## config.mk

```make
export PLATFORM = sky130hd
export DESIGN_NAME = amp_i2c_master
export DESIGN_NICKNAME = d
export VERILOG_FILES = /design/src/rtl/toi2s_pkg.sv /design/src/rtl/amp_i2c_qtick.sv /design/src/rtl/amp_i2c_master.sv
export SDC_FILE = /design/constraint.sdc
export NUM_CORES = 1
export LEC_CHECK = 0
export BUFFER_PORTS_ARGS = -buffer_cell sky130_fd_sc_hd__buf_2
export CAP_MARGIN = 20
export CELL_PAD_IN_SITES_DETAIL_PLACEMENT = 0
export CELL_PAD_IN_SITES_GLOBAL_PLACEMENT = 2
export CORE_MARGIN = 2
export CORE_UTILIZATION = 25
export DETAILED_ROUTE_END_ITERATION = 7
export GPL_ROUTABILITY_DRIVEN = 0
export PLACE_DENSITY_LB_ADDON = 0.1
export SYNTH_ARGS = -nofsm -noshare
export SYNTH_HDL_FRONTEND = slang
export SYNTH_SLANG_ARGS = --single-unit
```

## constraint.sdc

```tcl
create_clock -name clk -period 3 [get_ports clk]
set_clock_uncertainty 0.15 [all_clocks]
set_input_delay 0.45 -clock clk [delete_from_list [all_inputs] [get_ports clk]]
set_output_delay 0.45 -clock clk [all_outputs]
set_load 0.1 [all_outputs]
```

## src/rtl/toi2s_pkg.sv

```systemverilog
// -----------------------------------------------------------------------------
// toi2s_pkg
// Shared types and constants for the amplifier-bus I2C initiator.
//   amp_i2c_state_t      : transaction FSM states
//   amp_i2c_qphase_t     : SCL quarter-period phase (q0..q3)
//   AMP_I2C_QDIV_DEFAULT : clk cycles per SCL quarter (about 100 kHz at 25 MHz)
//   amp_i2c_bus_levels() : {scl, sdao} levels for a given state/quarter
// -----------------------------------------------------------------------------
package toi2s_pkg;

   typedef enum logic [3:0] {
      ST_IDLE,
      ST_START,
      ST_TXBYTE,
      ST_TXACK,
      ST_RESTART,
      ST_RXBYTE,
      ST_RXACK,
      ST_STOP,
      ST_DONE
   } amp_i2c_state_t;

   typedef logic [1:0] amp_i2c_qphase_t;

   localparam int unsigned AMP_I2C_QDIV_DEFAULT = 62;

   // Returns {scl, sdao}. Data slots hold SCL low in q0/q1 and high in q2/q3;
   // the framing states move SDA while SCL is high to form START/RESTART/STOP.
   function automatic logic [1:0] amp_i2c_bus_levels(input amp_i2c_state_t  st,
                                                     input amp_i2c_qphase_t ph,
                                                     input logic            txbit);
      case (st)
         ST_START:                      return {1'b1, ~ph[1]};
         ST_TXBYTE:                     return {ph[1], txbit};
         ST_TXACK, ST_RXBYTE, ST_RXACK: return {ph[1], 1'b1};
         ST_RESTART:                    return {(ph != 2'd0), ~ph[1]};
         ST_STOP:                       return {(ph != 2'd0), ph[1]};
         default:                       return 2'b11;
      endcase
   endfunction

endpackage

```

## src/rtl/amp_i2c_qtick.sv

```systemverilog
// -----------------------------------------------------------------------------
// amp_i2c_qtick
// SCL quarter-period divider. Counts QDIV clks per quarter and advances a
// 2-bit quarter phase at the end of each quarter.
//   clk, resetb : system clock, asynchronous active-low reset
//   restart     : synchronous restart; holds count and phase at zero
//   qtick       : high on the last clk of every quarter
//   phase       : current quarter (0..3)
// -----------------------------------------------------------------------------
module amp_i2c_qtick
   import toi2s_pkg::*;
#(
   parameter int unsigned QDIV = AMP_I2C_QDIV_DEFAULT
) (
   input  logic       clk,
   input  logic       resetb,
   input  logic       restart,
   output logic       qtick,
   output logic [1:0] phase
);

   localparam int unsigned   CW       = (QDIV > 1) ? $clog2(QDIV) : 1;
   localparam logic [CW-1:0] CNT_LAST = CW'(QDIV - 1);

   logic [CW-1:0]   cnt_q;
   amp_i2c_qphase_t phase_q;

   assign qtick = !restart && (cnt_q == CNT_LAST);
   assign phase = phase_q;

   always_ff @(posedge clk or negedge resetb) begin
      if (!resetb) begin
         cnt_q   <= '0;
         phase_q <= '0;
      end else if (restart) begin
         cnt_q   <= '0;
         phase_q <= '0;
      end else if (cnt_q == CNT_LAST) begin
         cnt_q   <= '0;
         phase_q <= phase_q + 2'd1;
      end else begin
         cnt_q   <= cnt_q + CW'(1);
      end
   end

endmodule

```

## src/rtl/amp_i2c_master.sv

```systemverilog
// -----------------------------------------------------------------------------
// amp_i2c_master
// I2C initiator issuing single-register writes/reads to the external amplifier.
//   clk, resetb      : system clock, asynchronous active-low reset
//   start, rw        : one-cycle request; rw 0 = write, 1 = read
//   dev_addr         : 7-bit device address
//   reg_addr, wdata  : register address and write data
//   rdata            : read data, updated at the end of an ACKed read
//   busy, done, nack : in progress / one-cycle completion / sticky ACK error
//   scl              : push-pull SCL
//   sdai, sdao       : SDA pad input / open-drain control (0 = pull low)
// -----------------------------------------------------------------------------
module amp_i2c_master
   import toi2s_pkg::*;
#(
   parameter int unsigned QDIV = AMP_I2C_QDIV_DEFAULT
) (
   input  logic       clk,
   input  logic       resetb,
   input  logic       start,
   input  logic       rw,
   input  logic [6:0] dev_addr,
   input  logic [7:0] reg_addr,
   input  logic [7:0] wdata,
   output logic [7:0] rdata,
   output logic       busy,
   output logic       done,
   output logic       nack,
   output logic       scl,
   input  logic       sdai,
   output logic       sdao
);

   amp_i2c_state_t  state_q, state_d;
   amp_i2c_qphase_t ph_d;
   logic            rw_q, rw_d;
   logic [6:0]      dev_q, dev_d;
   logic [7:0]      reg_q, reg_d, wdata_q, wdata_d;
   logic [7:0]      sh_q, sh_d;
   logic [3:0]      bitcnt_q, bitcnt_d;
   logic [1:0]      byte_q, byte_d;
   logic            ack_q, ack_d, nack_q, nack_d;
   logic            busy_q, busy_d, done_q, done_d;
   logic [7:0]      rdata_q, rdata_d;
   logic            scl_q, sdao_q;

   logic            qtick, restart, q_end, q_samp;
   logic [1:0]      phase;

   // Holding the divider in restart while idle makes the first quarter after
   // acceptance exactly QDIV clks long.
   assign restart = (state_q == ST_IDLE);
   assign q_end   = qtick && (phase == 2'd3);
   assign q_samp  = qtick && (phase == 2'd2);

   amp_i2c_qtick #(.QDIV(QDIV)) u_qtick (
      .clk     (clk),
      .resetb  (resetb),
      .restart (restart),
      .qtick   (qtick),
      .phase   (phase)
   );

   always_comb begin
      state_d  = state_q;
      rw_d     = rw_q;
      dev_d    = dev_q;
      reg_d    = reg_q;
      wdata_d  = wdata_q;
      sh_d     = sh_q;
      bitcnt_d = bitcnt_q;
      byte_d   = byte_q;
      ack_d    = ack_q;
      nack_d   = nack_q;
      busy_d   = busy_q;
      done_d   = 1'b0;
      rdata_d  = rdata_q;
      case (state_q)
         ST_IDLE: if (start) begin
            rw_d    = rw;
            dev_d   = dev_addr;
            reg_d   = reg_addr;
            wdata_d = wdata;
            nack_d  = 1'b0;
            busy_d  = 1'b1;
            state_d = ST_START;
         end
         ST_START: if (q_end) begin
            sh_d     = {dev_q, 1'b0};
            bitcnt_d = '0;
            byte_d   = 2'd0;
            state_d  = ST_TXBYTE;
         end
         ST_TXBYTE: if (q_end) begin
            sh_d     = {sh_q[6:0], 1'b0};
            bitcnt_d = bitcnt_q + 4'd1;
            if (bitcnt_q == 4'd7) state_d = ST_TXACK;
         end
         ST_TXACK: begin
            if (q_samp) ack_d = sdai;
            if (q_end) begin
               bitcnt_d = '0;
               if (ack_q) begin
                  nack_d  = 1'b1;
                  state_d = ST_STOP;
               end else begin
                  // byte_q: 0 = address+W, 1 = register, 2 = data or address+R
                  case (byte_q)
                     2'd0: begin
                        sh_d    = reg_q;
                        byte_d  = 2'd1;
                        state_d = ST_TXBYTE;
                     end
                     2'd1: if (rw_q) begin
                        state_d = ST_RESTART;
                     end else begin
                        sh_d    = wdata_q;
                        byte_d  = 2'd2;
                        state_d = ST_TXBYTE;
                     end
                     default: state_d = rw_q ? ST_RXBYTE : ST_STOP;
                  endcase
               end
            end
         end
         ST_RESTART: if (q_end) begin
            sh_d     = {dev_q, 1'b1};
            byte_d   = 2'd2;
            bitcnt_d = '0;
            state_d  = ST_TXBYTE;
         end
         ST_RXBYTE: begin
            if (q_samp) sh_d = {sh_q[6:0], sdai};
            if (q_end) begin
               bitcnt_d = bitcnt_q + 4'd1;
               if (bitcnt_q == 4'd7) state_d = ST_RXACK;
            end
         end
         ST_RXACK: if (q_end) state_d = ST_STOP;
         ST_STOP: if (q_end) begin
            if (rw_q && !nack_q) rdata_d = sh_q;
            busy_d  = 1'b0;
            done_d  = 1'b1;
            state_d = ST_DONE;
         end
         ST_DONE: state_d = ST_IDLE;
         default: state_d = ST_IDLE;
      endcase
      // Phase of the quarter that begins at the next edge, so the bus pins
      // can be registered in step with the state.
      ph_d = restart ? '0 : (qtick ? phase + 2'd1 : phase);
   end

   always_ff @(posedge clk or negedge resetb) begin
      if (!resetb) begin
         state_q  <= ST_IDLE;
         rw_q     <= 1'b0;
         dev_q    <= '0;
         reg_q    <= '0;
         wdata_q  <= '0;
         sh_q     <= '0;
         bitcnt_q <= '0;
         byte_q   <= '0;
         ack_q    <= 1'b0;
         nack_q   <= 1'b0;
         busy_q   <= 1'b0;
         done_q   <= 1'b0;
         rdata_q  <= '0;
         scl_q    <= 1'b1;
         sdao_q   <= 1'b1;
      end else begin
         state_q  <= state_d;
         rw_q     <= rw_d;
         dev_q    <= dev_d;
         reg_q    <= reg_d;
         wdata_q  <= wdata_d;
         sh_q     <= sh_d;
         bitcnt_q <= bitcnt_d;
         byte_q   <= byte_d;
         ack_q    <= ack_d;
         nack_q   <= nack_d;
         busy_q   <= busy_d;
         done_q   <= done_d;
         rdata_q  <= rdata_d;
         {scl_q, sdao_q} <= amp_i2c_bus_levels(state_d, ph_d, sh_d[7]);
      end
   end

   assign rdata = rdata_q;
   assign busy  = busy_q;
   assign done  = done_q;
   assign nack  = nack_q;
   assign scl   = scl_q;
   assign sdao  = sdao_q;

endmodule

```

==> key figures <==
Cells and area
  • Layout cells sized above 1: between 30% and 40%
  • Synthesis-to-layout area growth: 25.7%
  • # nets final: around 380
  • Ant diodes: 0
  • Storage element area: 0.00160 mm^2
  • Fill count: 1335
  • Area of the multi-input gates: approximately 0.0015 mm^2

Route
  • # DRC: 0
  • Routed WL: around 8700 um
  • Via count: 2475
  • DRT antenna net count: 0
  • Starting DRT DRC Count: 132
  • Drt via density: 4.73
  • Initial DRT Pass Iterations: 4
  • Routed len/inst: around 17 um

Synthesis
  • Netlist cell types: 57
  • Syn nets: approximately 330
  • Yosys top cell area share: 48.0%
  • Number of synthesized flops with an enable pin: 0
  • Post-synthesis mux area share: between 10% and 20%
  • Leading area contributor after synthesis: dfrtp_1
  • Synth Flop Type: dfrtp_1
  • Cells after synthesis: 296
  • Complex-gate fraction of the synthesized area: 16.5%
  • Top cells by area, synth: dfrtp_1 48%, mux2_2 12%, a22oi_1 4.2%, nand2_1 2.3%, nor2_1 2.3%
  • Synth Area in Adders: 1.94%
  • XOR/XNOR Fraction of Synth Area: under 10%
  • YS warnings: 0
  • Yosys reg bits: 64
  • Largest family of logic cells by synthesized area: compound AO/OA/AOI/OAI gates
  • FFs w/ async S/R, synth: 100%
  • Synth Area in Simple Gates: 14.7%
  • Netlist Area Pre-Place: ~0.0032 mm^2
  • Post-synthesis sequential area ratio: 49.6%
  • Mean Syn Cell Area: 10.9 um^2

Pwr
  • Leakage: 1.80 nW
  • Psw: 0.411 mW
  • Pint: between 1.5 and 2 mW
  • Sequential power share: around two fifths
  • Sw Ratio: roughly a fifth
  • Combinational power share: ~1.9%
  • Clock power frac: between 50% and 60%
  • Peak VDD IR: roughly 0.00019 V
  • Cell Pwr Density: roughly 540 mW/mm^2

Worst setup path
  • Reg2reg end: sdao
  • Reg2reg start: u_qtick.phase[0]
  • Crit-path max FO: 6
  • CP arrival: roughly 2.8 ns
  • Required @ worst endpoint: slightly above 3 ns
  • CP endpoint kind: flip-flop
  • R2R depth: 8
  • CP Class: flip-flop to flip-flop
  • Reg2reg setup slack: 0.36 ns
  • Crit start category: flip-flop

Clocking
  • CTS clock-pin slew for the worst setup and hold paths: around 0.050 ns
  • CTS tree: built
  • Maximum clock insertion buffer count: 2
  • CTS resizes: 0
  • Clock root cell: clkbuf_16
  • Post-CTS Setup Repair Bufs: 0
  • Clk Latency, worst-skew pair: between 0.3 and 0.4 ns
  • CTS buffer count: 9
  • H-tree levels: 3
  • Hold Buf Count CTS: 0
  • Clock sink count: 64

Run status
  • Outcome: finished clean

Job
  • Max_cap viols: 0

Global route
  • Global route overflow: 0
  • First-pass GRT wire length: between 10000 and 15000 um
  • Vias in the first global route: between 2000 and 3000
  • Antenna violations before repair: 0
  • Largest net degree at the start of global routing: 38
  • GR Util All Layers: between 10% and 20%

Timing
  • Final period utilization: between 80% and 90%
  • Slew @ Worst Pin: 0.725 ns
  • Fin. max-slew vios: 0
  • RSZ-0062 raised after global routing: false
  • Minimum clock period: roughly 2.6 ns
  • Final Hold Vio Count: 0
  • Max Fclk: 379 MHz
  • TNS Setup: 0 ns
  • Hold slack: 0.0225 ns
  • Slew headroom: about half
  • Setup violators final: 0

Die
  • Die Width: around 120 um
  • FP Rows: 41
  • Initial Utilization: 25.6%
  • Die area: about 0.014 mm^2
  • Die H: approximately 120 um
  • Core area: 0.0126 mm^2
  • I/O pin count: around 40

Hold path
  • Hold Path Class: primary input to async pin

Placement
  • Buffers on Ports: 40
  • Post-DP HPWL: 6340 um
==> worst max-delay path by stage <==
stage / slack [ns] / from / endpoint
after global routing: 0.14 / u_qtick.phase[0] / sdao
after detailed placement: 0.40 / u_qtick.phase[0] / sdao
after floorplan: 0.68 / state_q[1] / sdao
final: 0.36 / u_qtick.phase[0] / sdao
after global placement: 0.38 / u_qtick.phase[0] / sdao
after CTS: 0.37 / u_qtick.phase[0] / sdao
==> sequential cells by signal, indices dropped and copies added (netlist names), 2 cells and up <==
register	flops
bitcnt_q	4
byte_q	2
dev_q	7
rdata	8
reg_q	8
sh_q	8
state_q	4
u_qtick.cnt_q	6
u_qtick.phase	2
wdata_q	8
==> cells in the mapped netlist (2+ instances only) <==
cell and count:
o211ai_1 2, a22o_1 3, nand3_1 7, dfrtp_1 62
nor2b_1 3, nand2_1 20, nor3b_1 2, xor2_1 2
inv_1 8, o31a_1 3, nand3b_1 2, a21oi_1 8
ha_1 5, a31oi_1 5, and4_1 2, or4b_1 2
a22oi_1 18, mux2_2 34, xnor2_1 3, nand4_1 2
o2111ai_1 2, buf_2 3, nor3_1 2, nand2b_1 5
o22ai_1 6, a211oi_1 2, dfstp_2 2, o21ai_0 14
o21ai_1 6, mux2i_1 2, and2_1 3, clkbuf_1 10
a32o_1 3, nor2_1 20
==> metal layers <==
metal	track usage [%]	wire length (um)	vias to the layer above
li1	-	-	1212
met1	20.7	4660	1202
met2	18.0	3580	50
met3	2.96	291	11
met4	6.70	195	0
met5	0	0	-
==> worst max-delay path, stage by stage, from the launching register on <==
cell	delay, ns
dfrtp_1	0.38
ha_1	0.31
nand2_1	0.15
nor3_2	0.37
o2111ai_1	0.17
a21oi_1	0.34
inv_1	0.16
o31a_1	0.30
a32o_1	0.21
==> placed cells by master, fill, tap and decap left out, drive strengths merged, types with 3 or more instances in the layout <==
cell    Yosys  final
dfrtp      62     62
buf         5     54
mux2       35     35
nand2      20     20
nor2       20     20
o21ai      20     20
a22oi      18     18
clkbuf     10     11
inv         8      8
a21oi       8      8
nand3       7      7
o22ai       6      6
nand2b      5      5
a31oi       5      5
ha          5      5
bufinv      0      4
and2        4      4
nor2b       3      3
o31a        3      3
a32o        3      3
xnor2       3      3
a22o        3      3
nor3        3      3
nor3b       3      3
a211oi      3      3
==> power groups by stage <==
stage / clock [mW] / combinational, mW / sequential, mW
after detailed placement: 0 / 0.0434 / 0.880
after global routing: 1.36 / 0.0477 / 0.865
after CTS: 1.32 / 0.0435 / 0.865
after global placement: 0 / 0.0439 / 0.880
after floorplan: 0 / 0.00208 / 0.880
final: 1.28 / 0.0409 / 0.865
==> logic make-up (layout without fill, tap and decap cells) <==
| family | Yosys count | after routing |
|---|---|---|
| compound gates | 78 | 78 |
| xor+xnor | 5 | 5 |
| fa+ha+maj | 5 | 5 |
| buf+inv | 24 | 79 |
| flops | 64 | 64 |
| mux | 37 | 37 |
| simple gates | 83 | 83 |
==> final cells by class <==
class | instances | share of cell area (%)
clock buffers | 11 | 5.73
clock inverters | 5 | 3.17
inverters | 9 | 0.832
multi-input cells | 208 | 37.7
flip-flops and latches | 64 | 39.5
well taps | 172 | 5.30
repair buffers | 54 | 7.82
==> through the flow <==
step | util, % | instance area (um^2) | std cells | setup WS (ns) | power [mW]
after detailed placement | 29.3 | 3700 | 507 | 0.403 | 0.924
after floorplan | - | 3230 | 296 | 0.679 | 0.883
final | 32.2 | 4060 | 523 | 0.364 | 2.19
after CTS | 32.2 | 4060 | 523 | 0.367 | 2.23
after global placement | 29.3 | 3700 | 507 | 0.382 | 0.924
after global routing | 32.2 | 4060 | 523 | 0.145 | 2.27
No activity file was read; power rests on OpenSTA's default activity.
